## src/rtl/seq_det_pkg.sv

```systemverilog
// seq_det_pkg
//   Shared types and constants for the serial pattern detector.
//   - seq_state_e : control FSM state (FILL while the history is still
//                   filling, ARMED once LEN bits are present)
//   - LEN_MIN/MAX : legal range of the pattern length
//   - fill_w()    : width of a counter that must hold 0..len
package seq_det_pkg;

  typedef enum logic {
    FILL  = 1'b0,
    ARMED = 1'b1
  } seq_state_e;

  localparam int LEN_MIN = 2;
  localparam int LEN_MAX = 16;

  function automatic int fill_w(input int len);
    return $clog2(len + 1);
  endfunction

endpackage

```

## src/rtl/seq_det_shreg.sv

```systemverilog
// seq_det_shreg
//   LEN-bit history shift register with a saturating fill counter.
//   The shift-path next values are exported combinationally so the
//   parent can compare against the post-shift contents on the same
//   edge that accepts the bit.
//
// Ports
//   clk_i       in   clock, rising edge
//   rst_i       in   synchronous active-high reset
//   en_i        in   accept bit_i this cycle (shift + count)
//   bit_i       in   serial data bit, enters at the LSB
//   clr_fill_i  in   clear the fill counter (wins over en_i for the count)
//   hist_nxt_o  out  history as it will be after shifting bit_i in
//   fill_nxt_o  out  fill count after accepting bit_i (saturates at LEN)
//   fill_o      out  current fill count
module seq_det_shreg
  import seq_det_pkg::*;
#(
  parameter int LEN = 4,
  parameter int FW  = fill_w(LEN)
) (
  input  logic          clk_i,
  input  logic          rst_i,
  input  logic          en_i,
  input  logic          bit_i,
  input  logic          clr_fill_i,
  output logic [LEN-1:0] hist_nxt_o,
  output logic [FW-1:0]  fill_nxt_o,
  output logic [FW-1:0]  fill_o
);

  logic [LEN-1:0] hist_q;
  logic [FW-1:0]  fill_q;

  // fill_nxt_o deliberately ignores clr_fill_i: the parent derives the
  // clear from a compare on these outputs, so folding it in would loop.
  always_comb begin
    hist_nxt_o = {hist_q[LEN-2:0], bit_i};
    fill_nxt_o = (fill_q == FW'(LEN)) ? fill_q : fill_q + FW'(1);
  end

  always_ff @(posedge clk_i) begin
    if (rst_i) begin
      hist_q <= '0;
      fill_q <= '0;
    end else begin
      if (en_i) begin
        hist_q <= hist_nxt_o;
      end
      if (clr_fill_i) begin
        fill_q <= '0;
      end else if (en_i) begin
        fill_q <= fill_nxt_o;
      end
    end
  end

  assign fill_o = fill_q;

endmodule

```

## src/rtl/seq_det_param.sv

```systemverilog
// seq_det_param
//   Serial pattern detector with a run-time loadable LEN-bit pattern.
//   y pulses for one cycle on the edge that accepts the bit completing
//   a match. The history is only considered once LEN bits have been
//   accepted since reset, pattern load or (non-overlapping) last match.
//
//   Build option: define SEQ_DET_COUNT_EN to add a saturating match
//   counter and its match_cnt port; without it the port is absent.
//
// Ports
//   clk1       in   clock, rising edge
//   rst        in   synchronous active-high reset (highest priority)
//   i          in   serial data bit
//   i_valid    in   i is accepted only when high
//   pat_load   in   capture pat_in as the active pattern (beats i_valid)
//   pat_in     in   LEN-bit pattern, MSB is the oldest bit
//   match_cnt  out  saturating count of y pulses (SEQ_DET_COUNT_EN only)
//   y          out  registered one-cycle match pulse
//
// FSM states
//   state | meaning
//   FILL  | fewer than LEN bits accepted since last clear; no match possible
//   ARMED | LEN bits present; every accepted bit is compared
module seq_det_param
  import seq_det_pkg::*;
#(
  parameter int             LEN     = 4,
  parameter logic [LEN-1:0] PATTERN = 4'b1011,
  parameter int             OVERLAP = 1,
  parameter int             CNT_W   = 8
) (
  input  logic           clk1,
  input  logic           rst,
  input  logic           i,
  input  logic           i_valid,
  input  logic           pat_load,
  input  logic [LEN-1:0] pat_in,
`ifdef SEQ_DET_COUNT_EN
  output logic [CNT_W-1:0] match_cnt,
`endif
  output logic           y
);

  localparam int FW = fill_w(LEN);

  if (LEN < LEN_MIN || LEN > LEN_MAX) begin : g_bad_len
    $error("seq_det_param: LEN=%0d outside %0d..%0d", LEN, LEN_MIN, LEN_MAX);
  end

  if (OVERLAP != 0 && OVERLAP != 1) begin : g_bad_overlap
    $error("seq_det_param: OVERLAP=%0d must be 0 or 1", OVERLAP);
  end

  if (CNT_W < 1) begin : g_bad_cnt_w
    $error("seq_det_param: CNT_W=%0d must be at least 1", CNT_W);
  end

  seq_state_e     state_q, state_d;
  logic [LEN-1:0] pat_q, pat_d;
  logic           y_q, y_d;

  logic           accept;
  logic           full_nxt;
  logic           match;
  logic           drop_fill;
  logic           clr_fill;
  logic [LEN-1:0] hist_nxt;
  logic [FW-1:0]  fill_nxt;
  logic [FW-1:0]  fill_q;

  // A pattern load discards any bit presented in the same cycle.
  assign accept    = i_valid && !pat_load;
  assign full_nxt  = (fill_nxt == FW'(LEN));
  assign match     = accept && full_nxt && (hist_nxt == pat_q);
  assign drop_fill = match && (OVERLAP == 0);
  assign clr_fill  = pat_load || drop_fill;

  seq_det_shreg #(
    .LEN (LEN),
    .FW  (FW)
  ) u_shreg (
    .clk_i      (clk1),
    .rst_i      (rst),
    .en_i       (accept),
    .bit_i      (i),
    .clr_fill_i (clr_fill),
    .hist_nxt_o (hist_nxt),
    .fill_nxt_o (fill_nxt),
    .fill_o     (fill_q)
  );

  always_comb begin
    state_d = state_q;
    pat_d   = pat_q;
    y_d     = match;

    if (pat_load) begin
      pat_d = pat_in;
    end

    case (state_q)
      FILL: begin
        // A non-overlapping match on the LEN-th bit empties the history
        // again, so the FSM never reaches ARMED in that case.
        if (accept && full_nxt && !drop_fill) begin
          state_d = ARMED;
        end
      end
      ARMED: begin
        if (pat_load || drop_fill) begin
          state_d = FILL;
        end
      end
      default: state_d = FILL;
    endcase
  end

  always_ff @(posedge clk1) begin
    if (rst) begin
      state_q <= FILL;
      pat_q   <= PATTERN;
      y_q     <= 1'b0;
    end else begin
      state_q <= state_d;
      pat_q   <= pat_d;
      y_q     <= y_d;
    end
  end

  assign y = y_q;

`ifdef SEQ_DET_COUNT_EN
  logic [CNT_W-1:0] cnt_q, cnt_d;

  always_comb begin
    cnt_d = cnt_q;
    if (match && (cnt_q != {CNT_W{1'b1}})) begin
      cnt_d = cnt_q + CNT_W'(1);
    end
  end

  always_ff @(posedge clk1) begin
    if (rst) begin
      cnt_q <= '0;
    end else begin
      cnt_q <= cnt_d;
    end
  end

  assign match_cnt = cnt_q;
`endif

  a_state_tracks_fill: assert property (
    @(posedge clk1) disable iff (rst)
    (state_q == ARMED) == (fill_q == FW'(LEN))
  );

endmodule

```

## config.mk

```make
export PLATFORM = sky130hd
export DESIGN_NAME = seq_det_param
export DESIGN_NICKNAME = d
export VERILOG_FILES = /design/src/rtl/seq_det_pkg.sv /design/src/rtl/seq_det_shreg.sv /design/src/rtl/seq_det_param.sv
export SDC_FILE = /design/constraint.sdc
export NUM_CORES = 1
export LEC_CHECK = 0
export CELL_PAD_IN_SITES_DETAIL_PLACEMENT = 1
export CELL_PAD_IN_SITES_GLOBAL_PLACEMENT = 2
export CORE_MARGIN = 2
export CORE_UTILIZATION = 32
export CTS_BUF_LIST = sky130_fd_sc_hd__clkbuf_16
export CTS_CLUSTER_DIAMETER = 80
export DETAILED_ROUTE_END_ITERATION = 6
export PLACE_DENSITY = 0.77
export SYNTH_ARGS = -nofsm -noshare
export SYNTH_HDL_FRONTEND = slang
export SYNTH_SLANG_ARGS = --single-unit
```

## constraint.sdc

```tcl
create_clock -name clk1 -period 3.8 [get_ports clk1]
set_input_delay 0.38 -clock clk1 [delete_from_list [all_inputs] [get_ports clk1]]
set_output_delay 0.38 -clock clk1 [all_outputs]
set_load 0.03 [all_outputs]
```

==> results.py, run 1 <==
metrics = {
    "yosys": {
        "yosysSeqAreaShare_pct": 42.93,
        "syn_area_um2": 513.0,
        "avgSynthCellArea_um2": 10.26,
        "synth_top_area_share_pct": 42.93,
        "yosys_warnings": 0,
        "ys.flop_type": "dfxtp_1",
        "yosys.area.top_type": "dfxtp_1",
        "synth_most_common_cell": "dfxtp_1",
        "syn_inst": 50,
        "synth_edf_count": 0,
        "syn_nets": 61,
        "synth_common_cells": "dfxtp_1, mux2i_1, xnor2_1",
        "synth_seq_cells": 11,
        "netlist_top_cells_area": "dfxtp_1, mux2i_1, xnor2_1",
        "async_reset_ff_share_pct": 0,
        "synthDistinctLibCells": 22,
    },
    "clock_network": {
        "cts_tree": "yes",
        "cts_resized": 0,
        "cts_hold_buf": 0,
        "cts.sinks": 11,
        "cts_inserted_buffers": 3,
        "root_buffer": "clkbuf_16",
        "clock_latency_ns": 0.23,
        "clock_path_buffers": 2,
        "clk_transition_reported_paths_ns": 0.04,
        "h-tree-depth": 1,
        "cts_post_setup_buffers_inserted": 0,
    },
    "routing": {
        "drc": 0,
        "num_vias": 378,
        "drt_iter0_drc": 1,
        "totalWireLength_um": 972,
        "drt.antenna.violating_nets": 0,
        "wire_per_inst_um": 12.62,
        "vias_per_cell": 4.909,
        "first_pass_iters": 2,
    },
    "grt": {
        "first_global_vias": 423,
        "grt_pass1_wl_um": 1849,
        "grt-ovfl-total": 0,
        "track_usage_pct": 13.17,
        "grt_start_max_net_pins": 12,
        "antenna_found_initial": 0,
    },
    "hold_path": {
        "min_path_cells": 2,
        "hp-class": "flip-flop to flip-flop",
        "worstHoldStart": "pat_q[2]",
        "worstHoldEndpoint": "pat_q[2]",
    },
    "flow_run": {
        "maxCapViolations": 0,
    },
    "power_and_ir_drop": {
        "p_per_area_mw_per_mm2": 490.5,
        "vdd_drop_max_v": 0.0002851,
        "power_leakage_nw": 0.2604,
    },
    "run_status": {
        "outcome": "finished clean",
    },
    "critical_path": {
        "reg2reg_to": "y",
        "path_delay_family": "simple AND/OR/NAND/NOR gates",
        "reg2reg_depth": 4,
        "arrival_ns": 1.77,
        "crit_buf_inv": 1,
        "worst_setup_path_end_kind": "flip-flop",
        "slowest_stage": "clkdlybuf4s50_1",
        "path_max_fanout": 11,
        "crit_type": "input port to flip-flop",
        "r2r_start": "u_shreg.fill_o[0]",
        "regToRegSetupSlack_ns": 2.44,
        "cp_cell_sequence": "clkdlybuf4s50_1 > and2b_4 > o211ai_2 > nor4_2",
        "cpPeakStageDelay_ns": 0.61,
        "critPathRequiredTime_ns": 3.95,
        "start_kind": "input port",
    },
    "layout": {
        "antenna_cells": 0,
        "fin_util_pct": 46.01,
        "fillers": 181,
        "area_delta_synth_final_pct": 35.12,
        "nets": 73,
        "drive_gt1_share_pct": 9.836,
    },
    "placement": {
        "io_buffers": 9,
        "gp_congestion": 0.6652,
    },
    "timing": {
        "timing.fmax_mhz": 618.5,
        "setup_tns_ns": 0,
        "slew_headroom_pct": 72.37,
        "fin_crit_sh_pct": 42.55,
        "drv_slew": 0,
        "finClkSkew_ns": 0.001004,
        "rsz0062_at_grt": "false",
        "final-setup-viol-count": 0,
        "min_period_ns": 1.617,
        "worst_pin_slew_ns": 0.4131,
        "hold_viol": 0,
    },
    "die": {
        "rows": 14,
        "start_util_pct": 34.05,
        "die_w_um": 44.04,
        "fp.coreArea_mm2": 0.001506,
        "die_y_um": 44.04,
        "pin_count": 10,
        "die-area_mm2": 0.001940,
    },
}
## sequential cells by signal, summed over array words and instances (netlist names)
name,flops
u_shreg.hist_q,3
u_shreg.fill_o,3
y,1
pat_q,4
## how the worst max path moves through the flow
stage                      start  to  slack, ns  cells past startpoint
2_1_floorplan  u_shreg.fill_o[0]   y       2.53                      4
5_1_grt                 pat_load   y       2.08                      4
6_report                pat_load   y       2.18                      4
3_5_place_dp            pat_load   y       1.93                      4
3_3_place_gp            pat_load   y       1.97                      4
4_1_cts                 pat_load   y       2.17                      4
## metrics by stage
stage | total power [mW] | std cells | worst slack (ns) | area, um^2 | hold WS, ns
3_3_place_gp | 0.1555 | 73 | 1.973 | 614.3 | 0.5034
6_report | 0.3400 | 77 | 2.183 | 693.2 | 0.5131
4_1_cts | 0.3439 | 77 | 2.168 | 693.2 | 0.5203
3_5_place_dp | 0.1559 | 73 | 1.929 | 614.3 | 0.5103
2_1_floorplan | 0.1435 | 50 | 2.526 | 513.0 | 0.4807
5_1_grt | 0.3579 | 77 | 2.080 | 693.2 | 0.5722
## metal layers
| layer | vias up | global-route usage, % | part of all wire, % |
|---|---|---|---|
| met5 | - | 0 | 0 |
| met4 | 0 | 5.455 | 0.62 |
| met3 | 2 | 4.898 | 3.9 |
| met2 | 7 | 21.18 | 49 |
| met1 | 177 | 15.82 | 46 |
| li1 | 192 | - | - |
## cell usage in the layout (no fill, tap or decap)
cell             netlist  final
nand2_1                1      1
or3_1                  1      1
nand2b_1               1      1
nor2_1                 4      4
a211oi_1               1      1
clkdlybuf4s50_1        0      9
a21boi_0               1      1
xnor2_1                5      5
nand3_1                1      1
ha_1                   2      2
nor3_1                 2      2
nor2b_1                3      3
xor2_1                 1      1
a211o_1                3      3
inv_1                  2      3
nor4_2                 1      1
nand3b_1               1      1
clkbuf_16              0      3
and2b_4                1      1
mux2i_1                5      5
dfxtp_1               11     11
o211ai_2               1      1
## final cells by class
type	instances	area, um^2	share of cell area [%]
Clock buffer	3	75.07	10.83
Timing Repair Buffer	9	90.09	13.00
Sequential cell	11	220.2	31.77
Multi-Input combinational cell	35	276.5	39.89
Clock inverter	1	3.754	0.5415
Tap cell	16	20.02	2.888
Inverter	2	7.507	1.083
## cells by family after synthesis
| logic type | after synthesis | synth area share, % |
|---|---|---|
| xor gates and xnor gates | 6 | 10.24 |
| DFF | 11 | 42.93 |
| and+or+nand+nor | 16 | 18.54 |
| muxes | 5 | 9.756 |
| adders and majority gates | 2 | 4.877 |
| AOI/OAI and AO/OA | 6 | 10.49 |
| buffers and inverters | 4 | 3.170 |
## where the power goes
part	internal (mW)	switching (mW)	total, mW	leakage [nW]
logic	0.0181	0.0125	0.0306	0.128
clock network	0.138	0.0482	0.186	0.0423
registers	0.120	0.00307	0.123	0.0900
total	0.276	0.0638	0.340	0.260
## tightest hold or removal path: stages (launching register included)
cell	delay, ns
dfxtp_1	0.33
mux2i_1	0.07
nor2_1	0.07
Power figures use the tool's default switching activity.
==> inputs of run 2 (changes only) <==
--- a/config.mk
+++ b/config.mk
@@ -8,11 +8,11 @@
 export CELL_PAD_IN_SITES_DETAIL_PLACEMENT = 1
 export CELL_PAD_IN_SITES_GLOBAL_PLACEMENT = 2
 export CORE_MARGIN = 2
-export CORE_UTILIZATION = 32
+export CORE_UTILIZATION = 29
 export CTS_BUF_LIST = sky130_fd_sc_hd__clkbuf_16
 export CTS_CLUSTER_DIAMETER = 80
 export DETAILED_ROUTE_END_ITERATION = 6
-export PLACE_DENSITY = 0.77
+export PLACE_DENSITY = 0.71
 export SYNTH_ARGS = -nofsm -noshare
 export SYNTH_HDL_FRONTEND = slang
 export SYNTH_SLANG_ARGS = --single-unit
==> constraint.sdc (replaced) <==
create_clock -name clk1 -period 1.6 [get_ports clk1]
set_input_delay 0.16 -clock clk1 [delete_from_list [all_inputs] [get_ports clk1]]
set_output_delay 0.16 -clock clk1 [all_outputs]
set_load 0.03 [all_outputs]
==> run 2 against run 1 <==
Net effect: critical path depth is 3 lower; sequential power is 140% higher; count of clock-buffer cells in the layout stayed put; critical path type is now flip-flop to output pin; via count is 5.8% higher; global-route usage is 0.24 points lower; clock skew hardly changed; power is 140% higher; sequential share of layout area is 0.73 points lower; worst hold slack better by 0.0019 ns; routed wire length is 5.1% higher; non-clock buffer count is 2 higher; clock power is 140% higher.
==> results.py, run 2 (synthesis results as in run 1) <==
metrics = {
    "run_status": {
        "outcome": "finished clean",
    },
    "timing": {
        "fin_crit_sh_pct": 85.93,
        "finClkSkew_ns": 0.0005724,
        "worst_pin_slew_ns": 0.3012,
        "slew_headroom_pct": 79.86,
        "final-setup-viol-count": 0,
        "hold_viol": 0,
        "setup_tns_ns": 0,
        "min_period_ns": 1.375,
        "rsz0062_at_grt": "false",
        "timing.fmax_mhz": 727.3,
        "drv_slew": 0,
        "whs_ns": 0.5150,
    },
    "routing": {
        "num_vias": 400,
        "drt.antenna.violating_nets": 0,
        "wire_per_inst_um": 12.78,
        "drt_iter0_drc": 2,
        "vias_per_cell": 5.000,
        "first_pass_iters": 2,
        "drc": 0,
        "totalWireLength_um": 1022,
    },
    "critical_path": {
        "crit_buf_inv": 1,
        "critPathRequiredTime_ns": 1.44,
        "slowest_stage": "clkdlybuf4s50_1",
        "start_kind": "flip-flop",
        "arrival_ns": 1.21,
        "cp_cell_sequence": "clkdlybuf4s50_1",
        "reg2reg_depth": 4,
        "path_max_fanout": 1,
        "path_depth": 1,
        "crit_type": "flip-flop to output pin",
        "path_delay_family": "buffers and inverters",
        "cpPeakStageDelay_ns": 0.66,
        "worst_setup_path_end_kind": "output pin",
    },
    "die": {
        "pin_count": 10,
        "die-area_mm2": 0.002122,
        "rows": 15,
        "start_util_pct": 30.37,
        "die_y_um": 46.06,
        "fp.coreArea_mm2": 0.001689,
        "die_w_um": 46.06,
    },
    "placement": {
        "post-dp-hpwl_um": 751.8,
        "placed_area_um2": 630.6,
        "io_buffers": 9,
        "gp_congestion": 0.7178,
        "dp_cells": 76,
    },
    "layout": {
        "largest_register": "pat_q",
        "fin_cells": 80,
        "nets": 75,
        "antenna_cells": 0,
        "fin_util_pct": 42.00,
        "final_common_cell": "dfxtp_1",
        "area_delta_synth_final_pct": 38.29,
        "drive_gt1_share_pct": 12.70,
        "fin_area_um2": 709.4,
        "largest_reg_flops": 4,
        "final_cell_mix": "dfxtp_1, clkdlybuf4s50_1, mux2i_1, xnor2_1, nor2_1",
        "fillers": 193,
    },
    "clock_network": {
        "clock_path_buffers": 2,
        "cts_post_setup_buffers_inserted": 0,
        "cts_resized": 0,
        "clock_latency_ns": 0.23,
        "h-tree-depth": 1,
        "cts_tree": "yes",
        "cts.sinks": 11,
        "clk_transition_reported_paths_ns": 0.04,
        "cts_hold_buf": 0,
        "cts_inserted_buffers": 3,
        "root_buffer": "clkbuf_16",
    },
    "grt": {
        "grt_start_max_net_pins": 11,
        "antenna_found_initial": 0,
        "grt_use_met3_pct": 5.882,
        "grt.met1_usage_pct": 14.52,
        "top_usage_layer": "met2",
        "use_met2_pct": 17.78,
        "track_usage_pct": 12.93,
        "grt-ovfl-total": 0,
        "first_global_vias": 406,
        "grt_pass1_wl_um": 1773,
    },
    "power_and_ir_drop": {
        "power_leakage_nw": 0.2701,
        "p_per_area_mw_per_mm2": 1144,
        "vdd_drop_max_v": 0.0005040,
    },
    "hold_path": {
        "min_path_cells": 2,
        "hp-class": "flip-flop to flip-flop",
    },
    "flow_run": {
        "maxCapViolations": 0,
    },
}
## run 2: changes by cell type in the layout (fill, tap and decap cells not counted), sizes merged
cell / before / now
buf: 0 / 2
## run 2: final timing paths
check	from	endpoint	slack, ns
max reg2reg	u_shreg.fill_o[0]	y	0.27
min reg2reg	pat_q[2]	pat_q[2]	0.51
max	y	y	0.23
min	pat_q[2]	pat_q[2]	0.51
## run 2: cell type report
| type | count | area (um^2) | share of cell area [%] |
|---|---|---|---|
| clock buffers | 3 | 75.07 | 10.58 |
| flip-flops and latches | 11 | 220.2 | 31.04 |
| multi-input cells | 35 | 276.5 | 38.98 |
| inverters | 2 | 7.507 | 1.058 |
| repair buffers | 11 | 105.1 | 14.81 |
| clock inverters | 1 | 3.754 | 0.5291 |
| well taps | 17 | 21.27 | 2.998 |
## run 2: routing by layer
layer,vias up,share of wire [%]
li1,198,-
met5,-,0
met4,0,4.2
met2,7,48
met3,4,3.8
met1,191,43
## run 2: stage by stage
| stage | worst slack (ns) | total power, mW |
|---|---|---|
| after CTS | 0.2180 | 0.8299 |
| final | 0.2251 | 0.8113 |
| after global routing | 0.1899 | 0.8455 |
| after floorplan | 0.3256 | 0.3409 |
| after detailed placement | 0.2018 | 0.3743 |
| after global placement | 0.2001 | 0.3735 |
## run 2: power breakdown
| part | leakage (nW) | internal, mW | switching (mW) |
|---|---|---|---|
| logic | 0.138 | 0.0461 | 0.0295 |
| registers | 0.0900 | 0.286 | 0.00720 |
| clock network | 0.0423 | 0.327 | 0.115 |
| total | 0.270 | 0.659 | 0.152 |
==> inputs of run 3 (changes only) <==
--- a/config.mk
+++ b/config.mk
@@ -12,6 +12,7 @@
 export CTS_BUF_LIST = sky130_fd_sc_hd__clkbuf_16
 export CTS_CLUSTER_DIAMETER = 80
 export DETAILED_ROUTE_END_ITERATION = 6
+export MAX_ROUTING_LAYER = met4
 export PLACE_DENSITY = 0.71
 export SYNTH_ARGS = -nofsm -noshare
 export SYNTH_HDL_FRONTEND = slang
==> run 3 against run 2 <==
Net effect: register-to-register slack hardly changed; non-clock buffer count stayed put; worst setup slack hardly changed; critical endpoint unchanged; largest cell class unchanged; largest power group unchanged.
==> results.py, run 3 (synthesis results as in run 1) <==
metrics = {
    "run_status": {
        "outcome": "finished clean",
    },
    "critical_path": {
        "cpPeakStageDelay_ns": 0.66,
        "start_kind": "flip-flop",
        "slowest_stage": "clkdlybuf4s50_1",
        "crit_type": "flip-flop to output pin",
        "path_max_fanout": 1,
        "cp_cell_sequence": "clkdlybuf4s50_1",
        "arrival_ns": 1.22,
        "crit_buf_inv": 1,
        "worst_setup_path_end_kind": "output pin",
        "critPathRequiredTime_ns": 1.44,
        "path_delay_family": "buffers and inverters",
    },
    "die": {
        "die_y_um": 46.06,
        "start_util_pct": 30.37,
        "die_w_um": 46.06,
        "fp.coreArea_mm2": 0.001689,
        "pin_count": 10,
        "rows": 15,
        "die-area_mm2": 0.002122,
    },
    "timing": {
        "finClkSkew_ns": 0.0005985,
        "setup_tns_ns": 0,
        "hold_viol": 0,
        "slew_headroom_pct": 79.86,
        "timing.fmax_mhz": 727.2,
        "min_period_ns": 1.375,
        "worst_pin_slew_ns": 0.3012,
        "rsz0062_at_grt": "false",
        "final-setup-viol-count": 0,
        "fin_crit_sh_pct": 85.94,
        "drv_slew": 0,
        "setup_ws_ns": 0.2249,
    },
    "routing": {
        "wire_per_inst_um": 12.80,
        "drt_iter0_drc": 2,
        "num_vias": 400,
        "first_pass_iters": 2,
        "drc": 0,
        "totalWireLength_um": 1024,
        "vias_per_cell": 5.000,
        "drt.antenna.violating_nets": 0,
    },
    "layout": {
        "antenna_cells": 0,
        "area_delta_synth_final_pct": 38.29,
        "regArea_um2": 220.2,
        "final_common_cell": "dfxtp_1",
        "fin_area_um2": 709.4,
        "nets": 75,
        "fin_cells": 80,
        "final_cell_mix": "dfxtp_1, clkdlybuf4s50_1, mux2i_1, xnor2_1, nor2_1",
        "fillers": 193,
        "largest_reg_flops": 4,
        "multi_input_area_um2": 276.5,
        "drive_gt1_share_pct": 12.70,
        "largest_register": "pat_q",
    },
    "clock_network": {
        "cts.sinks": 11,
        "clock_latency_ns": 0.23,
        "cts_resized": 0,
        "cts_tree": "yes",
        "clock_path_buffers": 2,
        "cts_post_setup_buffers_inserted": 0,
        "root_buffer": "clkbuf_16",
        "cts_inserted_buffers": 3,
        "h-tree-depth": 1,
        "cts_hold_buf": 0,
        "clk_transition_reported_paths_ns": 0.04,
    },
    "grt": {
        "track_usage_pct": 13.31,
        "first_global_vias": 406,
        "grt_start_max_net_pins": 11,
        "antenna_found_initial": 0,
        "grt_pass1_wl_um": 1773,
        "grt-ovfl-total": 0,
    },
    "power_and_ir_drop": {
        "p_per_area_mw_per_mm2": 1144,
        "vdd_drop_max_v": 0.0005041,
        "power_leakage_nw": 0.2701,
    },
    "placement": {
        "dp_slack_ns": 0.2018,
        "dp_cells": 76,
        "io_buffers": 9,
        "post-dp-hpwl_um": 751.8,
        "gp_congestion": 0.7261,
        "placed_area_um2": 630.6,
    },
    "hold_path": {
        "hp-class": "flip-flop to flip-flop",
    },
    "flow_run": {
        "maxCapViolations": 0,
    },
}
## run 3: cell counts in the layout (fill, tap and decap cells not counted)
No cell type changed its count.
## run 3: through the flow
step | utilization [%] | hold slack, ns | power, mW
finish | 42.00 | 0.5150 | 0.8116
global route | 42.00 | 0.5353 | 0.8455
CTS | 42.00 | 0.5183 | 0.8299
detailed placement | 37.33 | 0.5158 | 0.3743
global placement | 37.33 | 0.4997 | 0.3735
floorplan | - | 0.2779 | 0.3409
## run 3: path summary, 6_finish.rpt
path,endpoint,cells after the start,slack [ns],from
worst max register to register,y,4,0.27,u_shreg.fill_o[0]
worst min-delay path,pat_q[2],2,0.51,pat_q[2]
worst max-delay path,y,1,0.22,y
worst min register to register,pat_q[2],2,0.51,pat_q[2]
## run 3: report_power, final
| group | switching, mW | internal (mW) |
|---|---|---|
| registers | 0.00720 | 0.286 |
| clock network | 0.116 | 0.327 |
| logic | 0.0295 | 0.0461 |
## run 3: area by class of cell
cell class              count  share of cell area (%)
repair buffers             11                   14.81
inverters                   2                   1.058
well taps                  17                   2.998
multi-input cells          35                   38.98
clock buffers               3                   10.58
clock inverters             1                  0.5291
flip-flops and latches     11                   31.04
## run 3: worst min-delay path: cells and delay by family (launching register included)
kind | cells | cell delay, ns
flops | 1 | 0.34
simple gates | 1 | 0.07
mux | 1 | 0.07
## run 3: per-layer routing
metal  track usage, %  wire length [um]
met1            14.52               444
met2            17.78               495
met3            5.882                38
met4            12.00                45
met5                -                 0
